File: config.mk
export PLATFORM = sky130hd
export DESIGN_NAME = can_frame_capture
export DESIGN_NICKNAME = d
export VERILOG_FILES = /design/src/rtl/can_frame_capture.sv
export SDC_FILE = /design/constraint.sdc
export NUM_CORES = 1
export LEC_CHECK = 0
export ABC_AREA = 1
export ABC_CLOCK_PERIOD_IN_PS = 2200
export BUFFER_PORTS_ARGS = -buffer_cell sky130_fd_sc_hd__buf_2
export CORE_MARGIN = 4
export CORE_UTILIZATION = 57
export DETAILED_ROUTE_END_ITERATION = 10
export GPL_TIMING_DRIVEN = 0
export HOLD_SLACK_MARGIN = 0.15
export PLACE_DENSITY = 0.82
export SLEW_MARGIN = 20
export SYNTH_ARGS = -nofsm -noshare
export SYNTH_HDL_FRONTEND = slang
export SYNTH_SLANG_ARGS = --single-unit
File: constraint.sdc
create_clock -name sp -period 2.2 [get_ports sp]
set_input_delay 0.33 -clock sp [delete_from_list [all_inputs] [get_ports sp]]
set_output_delay 0.33 -clock sp [all_outputs]
set_load 0.01 [all_outputs]
File: src/rtl/can_frame_capture.sv
// can_frame_capture: idle-synchronised CAN frame capture with valid/ack publish buffer.
// Optional macro FRAME_OVF_EN: keep the first WIDTH bits of an over-long frame and report frame_ovf.
module can_frame_capture #(
  parameter int WIDTH     = 151,
  parameter int EOF_BITS  = 7,
  parameter int IDLE_BITS = 11,
  parameter int CNT_W     = $clog2(WIDTH + 1)
) (
  input  logic             sp,
  input  logic             reset,
  input  logic             CAN_RX,
  input  logic             isStuff,
  input  logic             abort,
  input  logic             frame_ack,
  output logic [WIDTH-1:0] frame,
  output logic [CNT_W-1:0] frame_len,
  output logic             frame_valid,
  output logic             frame_lost,
`ifdef FRAME_OVF_EN
  output logic             frame_ovf,
`endif
  output logic             state_busy
);

  typedef enum logic [1:0] {
    SYNC    = 2'd0,
    IDLE    = 2'd1,
    CAPTURE = 2'd2
  } state_t;

  localparam logic [CNT_W-1:0] CNT_ZERO   = {CNT_W{1'b0}};
  localparam logic [CNT_W-1:0] CNT_ONE    = CNT_W'(1);
  localparam logic [CNT_W-1:0] CNT_FULL   = CNT_W'(WIDTH);
  localparam logic [CNT_W-1:0] CNT_EOF    = CNT_W'(EOF_BITS);
  localparam logic [CNT_W-1:0] CNT_IDLE   = CNT_W'(IDLE_BITS);
  localparam logic [WIDTH-1:0] SHIFT_ZERO = {WIDTH{1'b0}};

  state_t           state_r;
  logic [WIDTH-1:0] shift_r;
  logic [CNT_W-1:0] bit_cnt_r;
  logic [CNT_W-1:0] run_cnt_r;
  logic [WIDTH-1:0] shift_nxt_s;
  logic [CNT_W-1:0] bit_cnt_nxt_s;
  logic [CNT_W-1:0] run_cap_nxt_s;
  logic [CNT_W-1:0] run_sync_nxt_s;
  logic             full_s;
  logic             eof_s;
  logic             publish_s;
`ifdef FRAME_OVF_EN
  logic             ovf_r;
  logic             ovf_nxt_s;
`endif

  // Next-state values for a data bit, shared by SYNC and CAPTURE
  always_comb begin
    full_s        = (bit_cnt_r == CNT_FULL);
    bit_cnt_nxt_s = full_s ? bit_cnt_r : bit_cnt_r + CNT_ONE;
    run_cap_nxt_s = CAN_RX ? run_cnt_r + CNT_ONE : CNT_ZERO;
    if (!CAN_RX) begin
      run_sync_nxt_s = CNT_ZERO;
    end else if (run_cnt_r >= CNT_IDLE) begin
      run_sync_nxt_s = CNT_IDLE;
    end else begin
      run_sync_nxt_s = run_cnt_r + CNT_ONE;
    end
`ifdef FRAME_OVF_EN
    // Once full, the register freezes so the head of the frame survives
    shift_nxt_s = full_s ? shift_r : {shift_r[WIDTH-2:0], CAN_RX};
    ovf_nxt_s   = ovf_r | full_s;
`else
    shift_nxt_s = {shift_r[WIDTH-2:0], CAN_RX};
`endif
    eof_s     = CAN_RX && (run_cap_nxt_s == CNT_EOF);
    publish_s = !frame_valid || frame_ack;
  end

  // Capture FSM, publish buffer and valid/ack handshake
  always_ff @(posedge sp) begin
    if (!reset) begin
      state_r     <= SYNC;
      shift_r     <= SHIFT_ZERO;
      bit_cnt_r   <= CNT_ZERO;
      run_cnt_r   <= CNT_ZERO;
      frame       <= SHIFT_ZERO;
      frame_len   <= CNT_ZERO;
      frame_valid <= 1'b0;
      frame_lost  <= 1'b0;
      state_busy  <= 1'b0;
`ifdef FRAME_OVF_EN
      ovf_r       <= 1'b0;
      frame_ovf   <= 1'b0;
`endif
    end else begin
      if (frame_ack && frame_valid) begin
        frame_valid <= 1'b0;
        frame_lost  <= 1'b0;
`ifdef FRAME_OVF_EN
        frame_ovf   <= 1'b0;
`endif
      end
      if (abort) begin
        state_r    <= SYNC;
        shift_r    <= SHIFT_ZERO;
        bit_cnt_r  <= CNT_ZERO;
        run_cnt_r  <= CNT_ZERO;
        state_busy <= 1'b0;
`ifdef FRAME_OVF_EN
        ovf_r      <= 1'b0;
`endif
      end else if (!isStuff) begin
        case (state_r)
          SYNC: begin
            run_cnt_r <= run_sync_nxt_s;
            if (run_sync_nxt_s == CNT_IDLE) begin
              state_r <= IDLE;
            end
          end
          IDLE: begin
            if (!CAN_RX) begin
              shift_r    <= SHIFT_ZERO;
              bit_cnt_r  <= CNT_ONE;
              run_cnt_r  <= CNT_ZERO;
              state_r    <= CAPTURE;
              state_busy <= 1'b1;
            end
          end
          CAPTURE: begin
            shift_r <= shift_nxt_s;
            if (eof_s) begin
              state_r    <= IDLE;
              state_busy <= 1'b0;
              bit_cnt_r  <= CNT_ZERO;
              run_cnt_r  <= CNT_ZERO;
`ifdef FRAME_OVF_EN
              ovf_r      <= 1'b0;
`endif
              // A pending unacknowledged frame wins; the new one is dropped
              if (publish_s) begin
                frame       <= shift_nxt_s;
                frame_len   <= bit_cnt_nxt_s;
                frame_valid <= 1'b1;
                frame_lost  <= 1'b0;
`ifdef FRAME_OVF_EN
                frame_ovf   <= ovf_nxt_s;
`endif
              end else begin
                frame_lost <= 1'b1;
              end
            end else begin
              bit_cnt_r <= bit_cnt_nxt_s;
              run_cnt_r <= run_cap_nxt_s;
`ifdef FRAME_OVF_EN
              ovf_r     <= ovf_nxt_s;
`endif
            end
          end
          default: begin
            state_r    <= SYNC;
            run_cnt_r  <= CNT_ZERO;
            state_busy <= 1'b0;
          end
        endcase
      end
    end
  end

endmodule

==> results of run 1 <==
-- repair_timing --
action	4_1_cts	5_1_grt
endpoints found under the setup margin	293	247
setup buffers	0	3
gates cloned	0	1
hold endpoints to repair	1	0
pin swaps	0	0
hold buffers	1	0
gates resized for setup	8	24
-- Yosys cell counts (3+ instances only) --
cell type | n | area share
nor3_1 | 3 | 0.0012
clkbuf_1 | 49 | 0.015
o21ai_0 | 67 | 0.028
a21oi_1 | 325 | 0.13
inv_1 | 183 | 0.056
nor2_1 | 28 | 0.0086
dfxtp_1 | 330 | 0.54
xor2_1 | 3 | 0.0022
nand3_2 | 3 | 0.0025
inv_2 | 5 | 0.0015
o21ai_1 | 105 | 0.043
clkbuf_2 | 4 | 0.0016
buf_2 | 30 | 0.012
nand3_1 | 19 | 0.0078
nand2_1 | 360 | 0.11
nand4_1 | 3 | 0.0015
buf_6 | 18 | 0.017
-- worst max-delay path, delay by kind of cell, from the launching register on --
kind / cells / cell delay [ps]
flops: 1 / 350
simple gates: 4 / 430
compound gates: 2 / 350
buf+inv: 5 / 860
-- through the flow --
step           total power (uW)  instance area (sq um)
2_1_floorplan              6260                  12200
3_3_place_gp               6320                  13400
3_5_place_dp               6320                  13400
4_1_cts                   12300                  14600
5_1_grt                   12600                  14700
6_report                  12200                  14700
-- state kept, by name (all words and copies together) (netlist names) --
signal / cells
run_cnt_r: 8
frame_valid: 1
shift_r: 150
bit_cnt_r: 8
frame_lost: 1
frame_len: 8
frame: 151
state_busy: 1
state_r: 2
-- area by class of cell --
type | instances | area, sq um
flip-flops and latches | 330 | 6610
fillers | 1673 | 6340
multi-input cells | 931 | 4330
clock buffers | 46 | 1010
repair buffers | 170 | 883
inverters | 189 | 712
plain buffers | 105 | 613
well taps | 275 | 344
clock inverters | 14 | 178
-- power groups by stage --
stage               Combinational, uW  Clock (uW)  Sequential, uW
floorplan                         150           0            6110
global placement                  211           0            6110
detailed placement                212           0            6110
CTS                               219        6090            5970
global route                      256        6330            5970
finish                            226        6000            5970
-- layer usage --
| metal | vias to the layer above | global-route usage |
|---|---|---|
| li1 | 5401 | - |
| met5 | - | 0 |
| met1 | 4976 | 0.306 |
| met3 | 60 | 0.0490 |
| met2 | 294 | 0.405 |
| met4 | 0 | 0.0698 |
-- worst paths after layout --
kind              cells after the start       start           end
hold / removal                        4       abort  bit_cnt_r[5]
setup reg to reg                     11  state_r[1]   shift_r[91]
setup / recovery                     11  state_r[1]   shift_r[91]
hold reg to reg                       2   frame[65]     frame[65]
-- cells by family (layout without fill, tap and decap cells) --
family                     after synthesis  after routing  synth area share
AOI/OAI and AO/OA                      500            500             0.206
and+or+nand+nor                        423            423             0.138
DFF                                    330            330             0.542
buffers and inverters                  294            524             0.107
xor gates and xnor gates                 5              5           0.00359
adders and majority gates                2              2           0.00205
muxes                                    1              1          0.000924
==> impl_results.md, run 1 <==
- Mapped Cells: approximately 1,600
- Synth-to-Final Area Change: 20.5%
- Root Driver: clkbuf_16
- Wire length on met2: 13.9 mm
- CP arrival: 2490 ps
- Die X: 154 um
- Async SR Flop Fraction: 0
- Yosys Warn Count: 0
- WL final: around 29 mm
- Setup Viol. Count Final: 0
- Synthesized cell area: 12,200 sq um
- Die area: 23,800 sq um
- Critical path type: reg -> reg
- GRT overflow: 0
- Clock transition at the registers of the reported paths: about 60 ps
- Power Dens Cells: 831 nW/um^2
- Most frequent cells in the layout: 359 x nand2_1, 328 x dfxtp_1, 325 x a21oi_1
- CTS tree: yes
- Switching Fraction: 0.203
- Clock Skew: between 9 and 10 ps
- IO Port Bufs: between 150 and 200
- Diodes inserted: 0
- Clock power share: 0.492
- Initial core utilization: 0.580
- Number of synthesized flops with an enable pin: 0
- Antenna-violating nets left: 0
- FF-to-FF setup slack: 130 ps
- CTS H-tree depth: 2
- Worst hold slack: 220 ps
- Met1 Wirelength: about 12 mm
- Fmax: 0.482 GHz
- Final Hold Viols: 0
- Slowest Stage Delay on Critical Path: between 300 and 400 ps
- Vias/cell: 5.21
- # IOs: 168
- Vias in the first global route: 10,200
- DIE HEIGHT: 154 um
- CP Cell Sequence: inv_1 > nand2_1 > o21ai_2 > inv_2 > nand3_1 > nand2_1 > inv_2 > buf_4 > clkbuf_4 > nand2_1 > a21oi_1
- Req. time, crit path: approximately 2600 ps
- Measured slew at the worst slew-check pin: about 730 ps
- Most common cell after layout, fill and taps aside: nand2_1
- Setup TNS: 0 ps
- Internal: 9720 uW
- Gr usage total: 0.237
- Worst skew pair latency: 500 ps
- Critical path launch point type: flop
- RePlAce Congestion: roughly 0.90
- Max Used Layer: met4
- Register area share after synthesis: 0.542
- Layout Nets: about 1,800
- FP Rows: 53
- Syn avg cell area: 7.84 sq um
- CTS Buffer Depth: 3
- Most common cell on crit path: nand2_1
- Antenna violations before repair: 0
- Yosys reg bits: between 300 and 400
- Placed cell count: 1,995
- Top FF cell, synth: dfxtp_1
- Setup ws final: 127 ps
- Drc violations: 0
- DR WL/cell: 14.0 um
- Placeable Area: 21,000 sq um
- Worst Setup End Kind: flop
- Flop pwr share: 0.490
- TritonCTS Buffers: 34
- Total vias in the final route: 10,700
- Slew margin rel.: 0.511
- Psw: 2480 uW
- CP max stage cell: dfxtp_1
- Comb pwr share: 0.019
- Setup WS pre-CTS: -315 ps
- Clock sink count: 330
- Max-slew violation count: 0
- Met3 routed WL: 1.82 mm
- Wire length of the first global-routing pass: 47.8 mm
- Syn_nets: 1,563
- Status: finished, final reports clean
- Fin crit share: 0.942
- Worst VDD drop: 0.000623 V
- Worst Hold Class: in -> reg
- Max-cap violations: 0
- Synth cell types: 32
- TritonRoute pass-1 iters: 6
- Crit Path Max Fanout: 10
- DP Wirelength: 19.5 mm
- Largest net degree at the start of global routing: 15
- Finished Layout Cells: 2,060
- Iter 0 DRT Violations: 658
- Layout cells sized above 1: 0.176
- Core Util, Final: 0.698
- Leak Pwr: 0.00560 uW
- Tmin final: 2070 ps
Note: power is estimated with default switching activity, not from simulation.
==> inputs of run 2 (changes only) <==
- ABC_CLOCK_PERIOD_IN_PS: 2200 -> 1710
- CORE_UTILIZATION: 57 -> 51
- PLACE_DENSITY: 0.82 -> 0.78
- clock period: 2.2 -> 1.71 ns (I/O delays scaled with it)
==> run 2 against run 1 <==
- the run now ends with negative setup slack left
- total power grew 37%
- largest power group unchanged
- sequential share of layout area down 4.4 points
- count of clock-buffer cells in the layout shrank 2
==> impl_results.md, run 2 (synthesis gave the netlist of run 1 again) <==
- Req. time, crit path: 2130 ps (-490 ps)
- DIE HEIGHT: 163 um (+5.4%)
- DP Wirelength: 19.6 mm (+0.77%)
- Worst Setup End Kind: flop
- Final Hold Viols: 0 (unchanged)
- Layout cells sized above 1: 0.285 (+0.109)
- Tmin final: 2030 ps (-42.6 ps)
- Core Util, Final: 0.694 (-0.00414)
- Comb pwr share: 0.023 (+0.004)
- Clock power share: 0.518 (+0.026)
- DR WL/cell: 15.2 um (+8.7%)
- Worst Hold Class: in -> reg
- Setup ws final: -321 ps (-447 ps)
- Die X: 163 um (+5.4%)
- Psw: 3340 uW (+35%)
- TritonRoute pass-1 iters: 5 (-1)
- Antenna violations before repair: 0 (unchanged)
- Iter 0 DRT Violations: 776 (+18%)
- Measured slew at the worst slew-check pin: 912 ps (+179 ps)
- Synth-to-Final Area Change: 33.7%
- Layout Nets: 1,796 (+1.5%)
- CP arrival: 2450 ps (-40 ps)
- Setup Viol. Count Final: 173 (+173)
- # IOs: 168 (unchanged)
- Finished Layout Cells: 2,132 (+3.5%)
- Placed cell count: 2,039 (+2.2%)
- Slew margin rel.: 0.392 (-0.119)
- Status: finished with violations
- Setup TNS: -35,810 ps (-35,810 ps)
- Most common cell on crit path: nand3_2
- Layout Cell Area excl Fill: 16,300 sq um (+11%)
- FP Rows: 56 (+5.7%)
- Met3 Use GR: 0.0443 (-0.00467)
- Failing checks: negative setup slack
- Fin crit share: 1.19 (+0.245)
- CTS tree: yes
- FILL cells: 1,738 (+3.9%)
- Biggest regs: frame: 151 flops, shift_r: 150 flops
- Clock sink count: 330 (unchanged)
- CP max stage cell: dfxtp_4
- RSZ-0062 raised after global routing: yes
- Crit Path Max Fanout: 7 (-3)
- Placed instance area: 13,400 sq um (+0.63%)
- Clock Skew: 9.48 ps (+0.185 ps)
- Clock transition at the registers of the reported paths: 60 ps (about the same)
- Slowest Stage Delay on Critical Path: 390 ps (+40 ps)
- Antenna-violating nets left: 0 (unchanged)
- Top Family by Delay on Critical Path: simple AND/OR/NAND/NOR gates
- Fmax: 0.492 GHz (+2.1%)
- Switching Fraction: 0.199 (-0.00386)
- Vias/cell: 5.19 (-0.38%)
- Largest net degree at the start of global routing: 19 (+4)
- Critical path type: reg -> reg
- Max-slew violation count: 0 (unchanged)
- Die area: 26,400 sq um (+11%)
- CTS Buffer Depth: 3 (unchanged)
- Flop pwr share: 0.459 (-0.031)
- CP Cell Sequence: ha_4 > nand3_2 > buf_4 > nand2_1 > nand3_2 > nand2_2 > nor2_4 > nand2_4 > inv_6 > nand2_8 > clkbuf_16 > buf_12 > o21ai_2 > a21oi_1
- Met1 Use GR: 0.284 (-0.0220)
- Max reg flops: 151 (unchanged)
- Root Driver: clkbuf_16
- Vias in the first global route: 10,100 (-0.73%)
- Leak Pwr: 0.00619 uW (+11%)
- Largest Register: frame
- Global routing's busiest layer: met2
- Total vias in the final route: 11,100 (+3.1%)
- Worst skew pair latency: 510 ps (about the same)
- Tot Pwr: 16,700 uW (+37%)
- IO Port Bufs: 165 (unchanged)
- RePlAce Congestion: 0.811 (-9.7%)
- GR Util met2: 0.383 (-0.0228)
- TritonCTS Buffers: 35 (+2.9%)
- Wire length of the first global-routing pass: 49.0 mm (+2.5%)
- CTS H-tree depth: 2 (unchanged)
- Diodes inserted: 0 (unchanged)
- Worst VDD drop: 0.000764 V (+23%)
- Placeable Area: 23,500 sq um (+12%)
- Drc violations: 0 (unchanged)
- Internal: 13,400 uW (+38%)
- WL final: 32.4 mm (+12%)
- Max-cap violations: 0 (unchanged)
- Initial core utilization: 0.519 (-0.0605)
- CP Buf/Inv Count: 4 (-1)
- Most frequent cells in the layout: 348 x nand2_1, 324 x dfxtp_1, 280 x a21oi_1
- Most common cell after layout, fill and taps aside: nand2_1
- Gr usage total: 0.223 (-0.0140)
- Critical path launch point type: flop
- Power Dens Cells: 1030 nW/um^2 (+24%)
- GRT overflow: 0 (unchanged)
## run 2: repair_timing
item | 4_1_cts | 5_1_grt
gates cloned | 4 | 9
hold buffers | 2 | 0
setup endpoints to repair | 321 | 329
pin swaps | 7 | 13
hold endpoints to repair | 8 | 0
setup buffers | 12 | 6
resized for setup | 163 | 160
## run 2: routing by layer
| layer | wire, um | up-vias |
|---|---|---|
| li1 | - | 5457 |
| met1 | 13600 | 5186 |
| met2 | 16000 | 346 |
| met3 | 1920 | 75 |
| met4 | 922 | 0 |
| met5 | 0 | - |
## run 2: worst paths after layout
kind | depth (start not counted) | slack [ps] | startpoint | to
setup / recovery | 14 | -320 | run_cnt_r[0] | frame[133]
hold / removal | 5 | 180 | CAN_RX | run_cnt_r[5]
setup reg to reg | 14 | -320 | run_cnt_r[0] | frame[133]
hold reg to reg | 2 | 440 | frame[69] | frame[69]
## run 2: final cells by class
class / instances / area [sq um] / area share
sequential: 330 / 6620 / 0.406
multi-input combinational: 932 / 5070 / 0.311
timing repair buffer: 196 / 1290 / 0.0793
clock buffer: 44 / 1020 / 0.0627
buffer: 104 / 831 / 0.0510
inverter: 189 / 732 / 0.0449
tap: 319 / 399 / 0.0245
clock inverter: 18 / 322 / 0.0197
## run 2: worst register-to-register path, cell delays in order, from the launching register on
cell and delay, ps:
dfxtp_4 390, ha_4 170, nand3_2 80, buf_4 140, nand2_1 60, nand3_2 90, nand2_2 100, nor2_4 40
nand2_4 90, inv_6 60, nand2_8 150, clkbuf_16 200, buf_12 130, o21ai_2 50, a21oi_1 200
## run 2: per-stage QoR
step	hold slack (ps)	setup WS, ps
global placement	429	-744
global route	205	-446
finish	177	-321
CTS	162	-177
floorplan	440	-32.1
detailed placement	433	-769
## run 2: power by group through the flow
stage / logic, uW / registers (uW) / clock network [uW]
2_1_floorplan: 195 / 7860 / 0
6_report: 381 / 7690 / 8670
5_1_grt: 418 / 7680 / 9130
3_3_place_gp: 270 / 7860 / 0
3_5_place_dp: 274 / 7860 / 0
4_1_cts: 319 / 7690 / 8780
==> inputs of run 3 (changes only) <==
- REMOVE_ABC_BUFFERS: not set -> 1
==> run 3 against run 2 <==
- the run still ends with negative setup slack left
- core utilization is 3.2 points higher
- worst hold slack worse by 57 ps
- count of clock-buffer cells in the layout grew 6
- maximum frequency is 2.0% lower
- via count increased by 7.3%
- largest power group is now sequential cells
==> impl_results.md, run 3 (synthesis gave the netlist of run 1 again) <==
- Status: finished with violations
- Failing checks: negative setup slack
- Req. time, crit path: 2110 ps (-20 ps)
- Hold Path Sink: frame[77]
- DIE HEIGHT: 163 um (unchanged)
- Critical path launch point type: flop
- Placeable Area: 23,500 sq um (unchanged)
- CP Buf/Inv Count: 4 (unchanged)
- Worst Setup End Kind: flop
- Crit Path Max Fanout: 7 (unchanged)
- Reg2Reg Depth: 13 (-1)
- Finished Layout Cells: 2,093 (-1.8%)
- Measured slew at the worst slew-check pin: 832 ps (-79.6 ps)
- Most common cell after layout, fill and taps aside: nand2_1
- Most common cell on crit path: buf_16
- HP Start: reset
- Synth-to-Final Area Change: 39.8%
- Placed cell count: 1,945 (-4.6%)
- CTS Buffer Depth: 3 (unchanged)
- Slew margin rel.: 0.443 (+0.0512)
- Max-cap violations: 0 (unchanged)
- CP max stage cell: dfxtp_4
- GRT overflow: 0 (unchanged)
- IO Port Bufs: 167 (+1.2%)
- CP Cell Sequence: ha_4 > nand2_2 > nor2_2 > nand3_2 > nor2_4 > nand2_4 > inv_8 > nand2_8 > buf_16 > buf_12 > buf_16 > o21ai_4 > a21oi_2
- DR WL/cell: 20.0 um (+32%)
- Root Driver: clkbuf_16
- Fmax: 0.483 GHz (-2.0%)
- Hold Crit Depth: 3 (-2)
- # IOs: 168 (unchanged)
- Worst Hold Class: in -> reg
- Vias/cell: 5.67 (+9.3%)
- Drc violations: 0 (unchanged)
- FF-to-FF setup slack: -360 ps (-40 ps)
- Tmin final: 2070 ps (+41.9 ps)
- Area of the multi-input gates: 5610 sq um (+11%)
- Top Family by Delay on Critical Path: simple AND/OR/NAND/NOR gates
- CTS H-tree depth: 2 (unchanged)
- Total vias in the final route: 11,900 (+7.3%)
- Gr usage total: 0.249 (+0.0258)
- Tot Pwr: 15,600 uW (-6.5%)
- TritonCTS Buffers: 35 (unchanged)
- CTS tree: yes
- Setup WS pre-CTS: -1560 ps (-793 ps)
- FILL cells: 1,594 (-8.3%)
- Die area: 26,400 sq um (unchanged)
- Vias in the first global route: 10,700 (+5.6%)
- Max reg flops: 151 (unchanged)
- Initial core utilization: 0.519 (unchanged)
- Final Hold Viols: 0 (unchanged)
- Setup ws final: -362 ps (-41.9 ps)
- TritonRoute pass-1 iters: 6 (+1)
- Diodes inserted: 0 (unchanged)
- DP Wirelength: 15.7 mm (-20%)
- Antenna-violating nets left: 0 (unchanged)
- Layout cells sized above 1: 0.317 (+0.0316)
- Biggest regs: frame: 151 flops, shift_r: 150 flops
- Largest Register: frame
- Setup Viol. Count Final: 181 (+4.6%)
- Most frequent cells in the layout: 344 x nand2_1, 322 x dfxtp_1, 225 x a21oi_1
- Clock transition at the registers of the reported paths: 60 ps (about the same)
- Worst VDD drop: 0.000943 V (+23%)
- Leak Pwr: 0.00629 uW (+1.6%)
- Total area of sequential cells: 6630 sq um (+0.15%)
- Critical path type: reg -> reg
- Clock sink count: 330 (unchanged)
- WL final: 42.0 mm (+29%)
- Largest net degree at the start of global routing: 103 (+84)
- RePlAce Congestion: 0.777 (-4.2%)
- Max-slew violation count: 0 (unchanged)
- Fin crit share: 1.21 (+0.0245)
- Slowest Stage Delay on Critical Path: 370 ps (-20 ps)
- FP Rows: 56 (unchanged)
- Reg2Reg Launch Point: run_cnt_r[1]
- Power Dens Cells: 918 nW/um^2 (-11%)
- Iter 0 DRT Violations: 1,133 (+46%)
- Layout Nets: 1,760 (-2.0%)
- Wire length of the first global-routing pass: 53.9 mm (+9.9%)
- RSZ-0062 raised after global routing: yes
- Die X: 163 um (unchanged)
- Worst skew pair latency: 510 ps (about the same)
- Antenna violations before repair: 0 (unchanged)
- CP arrival: 2470 ps (+20 ps)
- Critical R2R Capture: frame[88]
- Clock Skew: 22.5 ps (+13.0 ps)
==> run 3: how the worst max path moves through the flow <==
| stage | slack (ps) | startpoint | endpoint | cells past startpoint |
|---|---|---|---|---|
| floorplan | -5250 | state_r[0] | shift_r[0] | 8 |
| global placement | -8950 | state_r[0] | shift_r[0] | 8 |
| detailed placement | -1560 | CAN_RX | shift_r[141] | 10 |
| CTS | -250 | run_cnt_r[1] | frame[142] | 15 |
| global route | -410 | run_cnt_r[1] | frame[88] | 13 |
| finish | -360 | run_cnt_r[1] | frame[88] | 13 |
==> run 3: where the power goes <==
group          switching (uW)  internal [uW]  leakage [uW]
clock network            3090           4430      0.000557
registers                1.18           7680       0.00266
logic                     304            132       0.00307
total                    3400          12200       0.00629
==> run 3: per-stage QoR <==
stage | hold WS (ps) | cell area, sq um | util | setup TNS, ps
after global routing | 129 | 17000 | 0.726 | -54900
after global placement | 429 | 12800 | 0.546 | -1802250
final | 119 | 17000 | 0.726 | -42560
after floorplan | 374 | 11600 | - | -1043050
after detailed placement | 434 | 13100 | 0.557 | -372630
after CTS | 166 | 15500 | 0.660 | -33200
==> run 3: cell type report <==
cell class | count | share of cell area
flip-flops and latches | 330 | 0.389
multi-input cells | 942 | 0.329
repair buffers | 252 | 0.145
clock buffers | 50 | 0.0619
inverters | 189 | 0.0444
well taps | 319 | 0.0234
clock inverters | 9 | 0.00441
repair inverters | 2 | 0.00184
==> run 3: worst reg2reg max path, stage by stage (launching register included) <==
cell	delay, ps
dfxtp_4	370
ha_4	270
nand2_2	70
nor2_2	130
nand3_2	100
nor2_4	130
nand2_4	80
inv_8	80
nand2_8	70
buf_16	160
buf_12	160
buf_16	160
o21ai_4	160
a21oi_2	60
==> run 3: routing by layer <==
layer,vias up,track usage,share of wire
met2,623,0.422,0.48
met3,168,0.0504,0.084
met4,0,0.113,0.047
li1,5409,-,-
met1,5672,0.308,0.39
met5,-,0,0
==> run 3: repair_timing <==
action | 4_1_cts | 5_1_grt
setup buffers | 26 | 15
gates resized for setup | 162 | 240
hold endpoints to repair | 5 | 8
endpoints found under the setup margin | 330 | 327
pin swaps | 22 | 63
gates cloned | 23 | 24
hold buffers | 2 | 2
